**config.mk**
```make
export PLATFORM = sky130hd
export DESIGN_NAME = sha256_digest_uart_tx
export DESIGN_NICKNAME = d
export VERILOG_FILES = /design/src/rtl/sha256_digest_uart_tx.sv
export SDC_FILE = /design/constraint.sdc
export NUM_CORES = 1
export LEC_CHECK = 0
export BUFFER_PORTS_ARGS = -buffer_cell sky130_fd_sc_hd__buf_2
export CORE_MARGIN = 3
export CORE_UTILIZATION = 54
export DETAILED_ROUTE_END_ITERATION = 8
export PLACE_DENSITY = 0.85
export SLEW_MARGIN = 0
export SYNTH_ARGS = -nofsm -noshare
export SYNTH_HDL_FRONTEND = slang
export SYNTH_SLANG_ARGS = --single-unit
```
**constraint.sdc**
```tcl
create_clock -name clk -period 2.8 [get_ports clk]
set_input_delay 0.14 -clock clk [delete_from_list [all_inputs] [get_ports clk]]
set_output_delay 0.14 -clock clk [all_outputs]
set_load 0.03 [all_outputs]
```
**src/rtl/sha256_digest_uart_tx.sv**
```systemverilog
// ---------------------------------------------------------------------------
// sha256_digest_uart_tx
//
// Output stage of the SHA-256 core. Accepts one digest from the hash engine
// through a valid/ready handshake and sends it as NUM_BYTES UART 8N1 frames,
// most significant byte first (byte 0 = digest_in[top:top-7]). Each byte is
// sent LSB first.
//
// Ports:
//   clk           system clock
//   rst           synchronous, active-high reset
//   digest_in     digest word, sampled only on the handshake edge
//   digest_valid  digest_in is valid
//   digest_ready  block is idle and will accept a digest
//   data_out      UART serial line, idle high, driven from a flop
//   busy          a digest is being transmitted
//   tx_done       one-cycle pulse after the last stop bit of the last byte
// ---------------------------------------------------------------------------
module sha256_digest_uart_tx #(
    parameter int CLKS_PER_BIT = 868,
    parameter int STOP_BITS    = 1,
    parameter int NUM_BYTES    = 32
) (
    input  logic                   clk,
    input  logic                   rst,
    input  logic [NUM_BYTES*8-1:0] digest_in,
    input  logic                   digest_valid,
    output logic                   digest_ready,
    output logic                   data_out,
    output logic                   busy,
    output logic                   tx_done
);

    localparam int DW     = NUM_BYTES * 8;
    localparam int BAUD_W = (CLKS_PER_BIT > 1) ? $clog2(CLKS_PER_BIT) : 1;
    localparam int BYTE_W = (NUM_BYTES > 1) ? $clog2(NUM_BYTES) : 1;

    localparam logic [BAUD_W-1:0] BAUD_LAST = BAUD_W'(CLKS_PER_BIT - 1);
    localparam logic [BYTE_W-1:0] BYTE_LAST = BYTE_W'(NUM_BYTES - 1);
    // Stop-period counter only needs one bit: it tracks 1 or 2 stop bits.
    localparam logic              STOP_LAST = (STOP_BITS == 2);

    typedef enum logic [2:0] {
        S_IDLE,
        S_START,
        S_DATA,
        S_STOP,
        S_DONE
    } state_t;

    state_t            r_state;
    logic [BAUD_W-1:0] r_baud;
    logic [2:0]        r_bit_cnt;
    logic              r_stop_cnt;
    logic [BYTE_W-1:0] r_byte_cnt;
    logic [DW-1:0]     r_shift;
    logic              r_data_out;
    logic              r_ready;
    logic              r_busy;
    logic              r_tx_done;

    state_t            w_state_next;
    logic [BAUD_W-1:0] w_baud_next;
    logic [2:0]        w_bit_next;
    logic              w_stop_next;
    logic [BYTE_W-1:0] w_byte_next;
    logic [DW-1:0]     w_shift_next;
    logic              w_data_next;
    logic              w_baud_wrap;
    logic [7:0]        w_cur_byte;

    // Next-state logic. Every register's next value is computed here so the
    // serial output can be registered from the *next* state: the line drops
    // low in the very first START cycle, right after the handshake edge.
    always_comb begin
        // NOTE: every signal gets a default first, so no path can infer a latch.
        w_state_next = r_state;
        w_baud_next  = r_baud;
        w_bit_next   = r_bit_cnt;
        w_stop_next  = r_stop_cnt;
        w_byte_next  = r_byte_cnt;
        w_shift_next = r_shift;
        w_baud_wrap  = (r_baud == BAUD_LAST);

        if (r_state == S_START || r_state == S_DATA || r_state == S_STOP) begin
            w_baud_next = w_baud_wrap ? '0 : r_baud + 1'b1;
        end

        case (r_state)
            S_IDLE: begin
                if (digest_valid) begin
                    w_state_next = S_START;
                    w_shift_next = digest_in;
                    w_baud_next  = '0;
                    w_bit_next   = '0;
                    w_stop_next  = 1'b0;
                    w_byte_next  = '0;
                end
            end
            S_START: begin
                if (w_baud_wrap) begin
                    w_state_next = S_DATA;
                    w_bit_next   = '0;
                end
            end
            S_DATA: begin
                if (w_baud_wrap) begin
                    if (r_bit_cnt == 3'd7) begin
                        w_state_next = S_STOP;
                        w_stop_next  = 1'b0;
                    end else begin
                        w_bit_next = r_bit_cnt + 1'b1;
                    end
                end
            end
            S_STOP: begin
                if (w_baud_wrap) begin
                    if (r_stop_cnt == STOP_LAST) begin
                        // Byte finished: expose the next byte at the top.
                        w_shift_next = {r_shift[DW-9:0], 8'h00};
                        w_byte_next  = r_byte_cnt + 1'b1;
                        w_state_next = (r_byte_cnt < BYTE_LAST) ? S_START : S_DONE;
                    end else begin
                        w_stop_next = 1'b1;
                    end
                end
            end
            S_DONE: begin
                w_state_next = S_IDLE;
                w_baud_next  = '0;
            end
            default: begin
                w_state_next = S_IDLE;
            end
        endcase

        w_cur_byte = w_shift_next[DW-1 -: 8];
        case (w_state_next)
            S_START: w_data_next = 1'b0;
            S_DATA:  w_data_next = w_cur_byte[w_bit_next];
            default: w_data_next = 1'b1;
        endcase
    end

    // NOTE: sequential state is written with <= only, so all flops update
    // together from the values the combinational block computed.
    always_ff @(posedge clk) begin
        if (rst) begin
            r_state    <= S_IDLE;
            r_baud     <= '0;
            r_bit_cnt  <= '0;
            r_stop_cnt <= 1'b0;
            r_byte_cnt <= '0;
            // NOTE: the shift register is a plain flop vector, not a RAM, so it
            // is cleared with the rest of the state.
            r_shift    <= '0;
            r_data_out <= 1'b1;
            r_ready    <= 1'b1;
            r_busy     <= 1'b0;
            r_tx_done  <= 1'b0;
        end else begin
            r_state    <= w_state_next;
            r_baud     <= w_baud_next;
            r_bit_cnt  <= w_bit_next;
            r_stop_cnt <= w_stop_next;
            r_byte_cnt <= w_byte_next;
            r_shift    <= w_shift_next;
            r_data_out <= w_data_next;
            r_ready    <= (w_state_next == S_IDLE);
            r_busy     <= (w_state_next != S_IDLE);
            r_tx_done  <= (w_state_next == S_DONE);
        end
    end

    assign digest_ready = r_ready;
    assign data_out     = r_data_out;
    assign busy         = r_busy;
    assign tx_done      = r_tx_done;

endmodule

```
==> results_dict.tcl <==
set metrics [dict create \
    run_status "finished, final reports clean" \
    detailroute.via_count 12491 \
    power_density_nw_per_um2 592 \
    static-leakage-power_nw 6.19 \
    firstDrtPassIters 7 \
    power.ir.vdd_worst_mv 0.575 \
    place.detailed.hpwl_mm 19.4 \
    synth_seq_area_share_pct 50.0 \
    crit_path_end_kind "flip-flop" \
    synth_enable_flop_cells 0 \
    async_reset_ff_share_pct 0 \
    hold-path-cell-count 3 \
    drc_errors 0 \
    synth_instances 1301 \
    holdBufCountCts 255 \
    grt_pass1_vias 12563 \
    achievable-frequency_ghz 0.383 \
    fin_tns_setup_ps 0 \
    rows 52 \
    die_height_um 150 \
    hold-path-endpoint "r_state[0]$_SDFF_PP0_" \
    grt.overflow.total 0 \
    die-width_um 150 \
    startpoint_of_the_worst_slack_reg_to_reg_timing_path "r_baud[0]$_SDFF_PP0_" \
    detail_route.wl_per_cell_um 20.8 \
    drv_cap 0 \
    start_kind "flip-flop" \
    critical_path.startpoint "r_baud[0]$_SDFF_PP0_" \
    initialDrtViolationCount 1241 \
    cts_post_setup_buffers_inserted 0 \
    die-area_um2 22600 \
    report.power.total_w 0.00952 \
    finalHoldViolCount 0 \
    fraction_of_final_layout_cells_sized_beyond_drive_strength_1_pct 19.2 \
    cts_tree "built" \
    worst_clock_skew_ps 18.2 \
    nNetsFinal 2005 \
    slew_headroom_pct 47.5 \
    synth_area_um2 11200 \
    wl_mm 42.5 \
    placeableCoreArea_um2 20400 \
    timing.critical_path.arrival_ps 3060 \
    worst_r2r_endpoint "r_shift[167]$_SDFFE_PP0P_" \
    ant_nets 0 \
    io_pins 263 \
    cp_data_required_time_ps 3250 \
    final.period_utilization_pct 93.2 \
    clock_input_transition_at_the_sequential_cells_of_the_worst_setup_and_hold_paths_ps 70 \
    hold_path.class "primary input to flip-flop" \
    most_used_flip_flop_cell_after_synthesis "dfxtp_1" \
    syn_avg_cell_area_um2 8.64 \
    grt_max_degree 155 \
    port-buffer-count 262 \
    global_route.usage.total_pct 35.6 \
    timing_max_transition_violations_final 0 \
    clock-root-buffer "clkbuf_16" \
    area_growth_pct 42.9 \
    max_slew.worst_pin.slew_ps 787 \
    cts_buffers 29 \
    rr_worst_depth 7 \
    hold_start "digest_valid" \
    worst-setup-path-type "flip-flop to flip-flop" \
    crit_path_max_fanout 78 \
    worstSkewPairLatency_ps 540 \
    cts.sink_count 281 \
    finalCriticalPeriod_ps 2610 \
    cts_max_path_buffers 3 \
    first_pass_grt_wire_length_mm 64.8 \
    mappedNetlistNets 1563 \
    finalSetupViolCount 0 \
    cts.htree.levels 1 \
    grt_setup_unrepaired "no" \
    r2r_slack_ps 190 \
    grt_antenna_before_repair 10 \
    yosys_warnings 0 \
    synth_cell_types 53 \
    floorplan.initialDensity_pct 55.2 \
    post_cts_resized 0 \
    post_drt_via_cell_ratio 6.12 \
    gp_congestion 0.852 \
    ys_ff_latch 281 \
]
[state kept, by name (all words and copies together) (netlist names)]
name	count
r_shift	256
r_baud	10
r_byte_cnt	5
r_bit_cnt	3
r_state	3
busy	1
data_out	1
digest_ready	1
tx_done	1
[critical path, cell delays in order, from the launching register on]
cell	delay (ps)
dfxtp_1	390
ha_1	270
nand2_1	160
nor4_4	450
buf_4	460
buf_12	360
a22oi_1	170
a21oi_1	220
[Yosys cell counts (3+ instances only)]
cell,count,share of area [%]
a22oi_1,244,16
nor3_1,6,0.27
a21oi_1,255,11
xor2_1,10,0.78
nand3_1,12,0.53
buf_2,36,1.6
inv_1,5,0.17
nand2_1,270,9.0
clkbuf_1,80,2.7
nor2b_1,8,0.45
dfxtp_1,281,50
nand4_1,6,0.33
ha_1,3,0.33
o221ai_2,4,0.53
buf_6,4,0.40
mux2i_1,8,0.71
xnor2_1,5,0.39
nor2_1,22,0.73
[cell families (layout without fill, tap and decap cells)]
kind of cell	count (synthesis)	after routing	share of synthesized area (%)
AOI/OAI and AO/OA	520	520	29.5
and+or+nand+nor	347	347	13.3
DFF	281	281	50.0
buffers and inverters	127	590	4.94
xor gates and xnor gates	15	15	1.17
muxes	8	8	0.712
adders and majority gates	3	3	0.334
other	0	7	0
[worst max-delay path by stage]
stage | end | slack [ps]
2_1_floorplan | data_out$_SDFF_PP1_ | 570
5_1_grt | r_shift[143]$_SDFFE_PP0P_ | 10
6_report | r_shift[167]$_SDFFE_PP0P_ | 190
3_3_place_gp | data_out$_SDFF_PP1_ | 390
4_1_cts | r_shift[163]$_SDFFE_PP0P_ | 310
3_5_place_dp | data_out$_SDFF_PP1_ | 320
[routing by layer]
layer | GRT usage (%) | part of all wire (%) | wire [µm]
met1 | 39.1 | 34 | 14500
met2 | 60.9 | 49 | 20800
met3 | 9.18 | 9.4 | 4000
met4 | 23.3 | 7.5 | 3190
met5 | 0 | 0.10 | 43
[through the flow]
stage                     instances  setup slack [ps]  area, µm²  hold WS, ps  util [%]
after detailed placement       1727               320      12600          386      61.7
final                          2041               190      16100         54.8      78.9
after CTS                      2034               314      16000         5.93      78.8
after global placement         1727               388      12600          382      61.7
after floorplan                1301               574      11200          276         -
after global routing           2041              14.9      16100         63.0      78.9
[power breakdown]
group          switching (W)  internal, W
Sequential          0.000168      0.00424
Combinational       0.000648     0.000632
Clock                0.00162      0.00221
[area by class of cell]
class / instances / area, µm²
multi-input cells: 893 / 5070
clock inverters: 7 / 63.8
flip-flops and latches: 281 / 5630
diodes: 7 / 17.5
fillers: 1145 / 4300
inverters: 6 / 22.5
repair buffers: 532 / 4060
well taps: 270 / 338
clock buffers: 45 / 866
[cell usage in the layout (no fill, tap or decap), types with 2 or more instances in the layout]
| master | Yosys | routed |
|---|---|---|
| nand2_1 | 270 | 270 |
| o221ai_2 | 4 | 4 |
| nor2b_1 | 8 | 8 |
| clkbuf_8 | 0 | 9 |
| xor2_1 | 10 | 10 |
| a21oi_1 | 255 | 255 |
| ha_1 | 3 | 3 |
| buf_4 | 1 | 9 |
| buf_2 | 36 | 261 |
| nor4_1 | 2 | 2 |
| mux2i_1 | 8 | 8 |
| clkbuf_1 | 80 | 8 |
| buf_12 | 0 | 6 |
| clkbuf_16 | 0 | 29 |
| xnor2_1 | 5 | 5 |
| dlygate4sd3_1 | 0 | 255 |
| nor2_1 | 22 | 21 |
| and3_1 | 2 | 2 |
| o21ai_1 | 2 | 2 |
| nand3_1 | 12 | 12 |
| a22oi_1 | 244 | 244 |
| a22o_1 | 2 | 2 |
| nor3_2 | 2 | 2 |
| nand4_1 | 6 | 6 |
| dfxtp_1 | 281 | 281 |
| nor3_1 | 6 | 6 |
| diode_2 | 0 | 7 |
| inv_1 | 5 | 5 |
| o21bai_1 | 2 | 2 |
| clkinv_2 | 0 | 5 |
| o21ai_0 | 2 | 2 |
No activity file was read; power rests on OpenSTA's default activity.
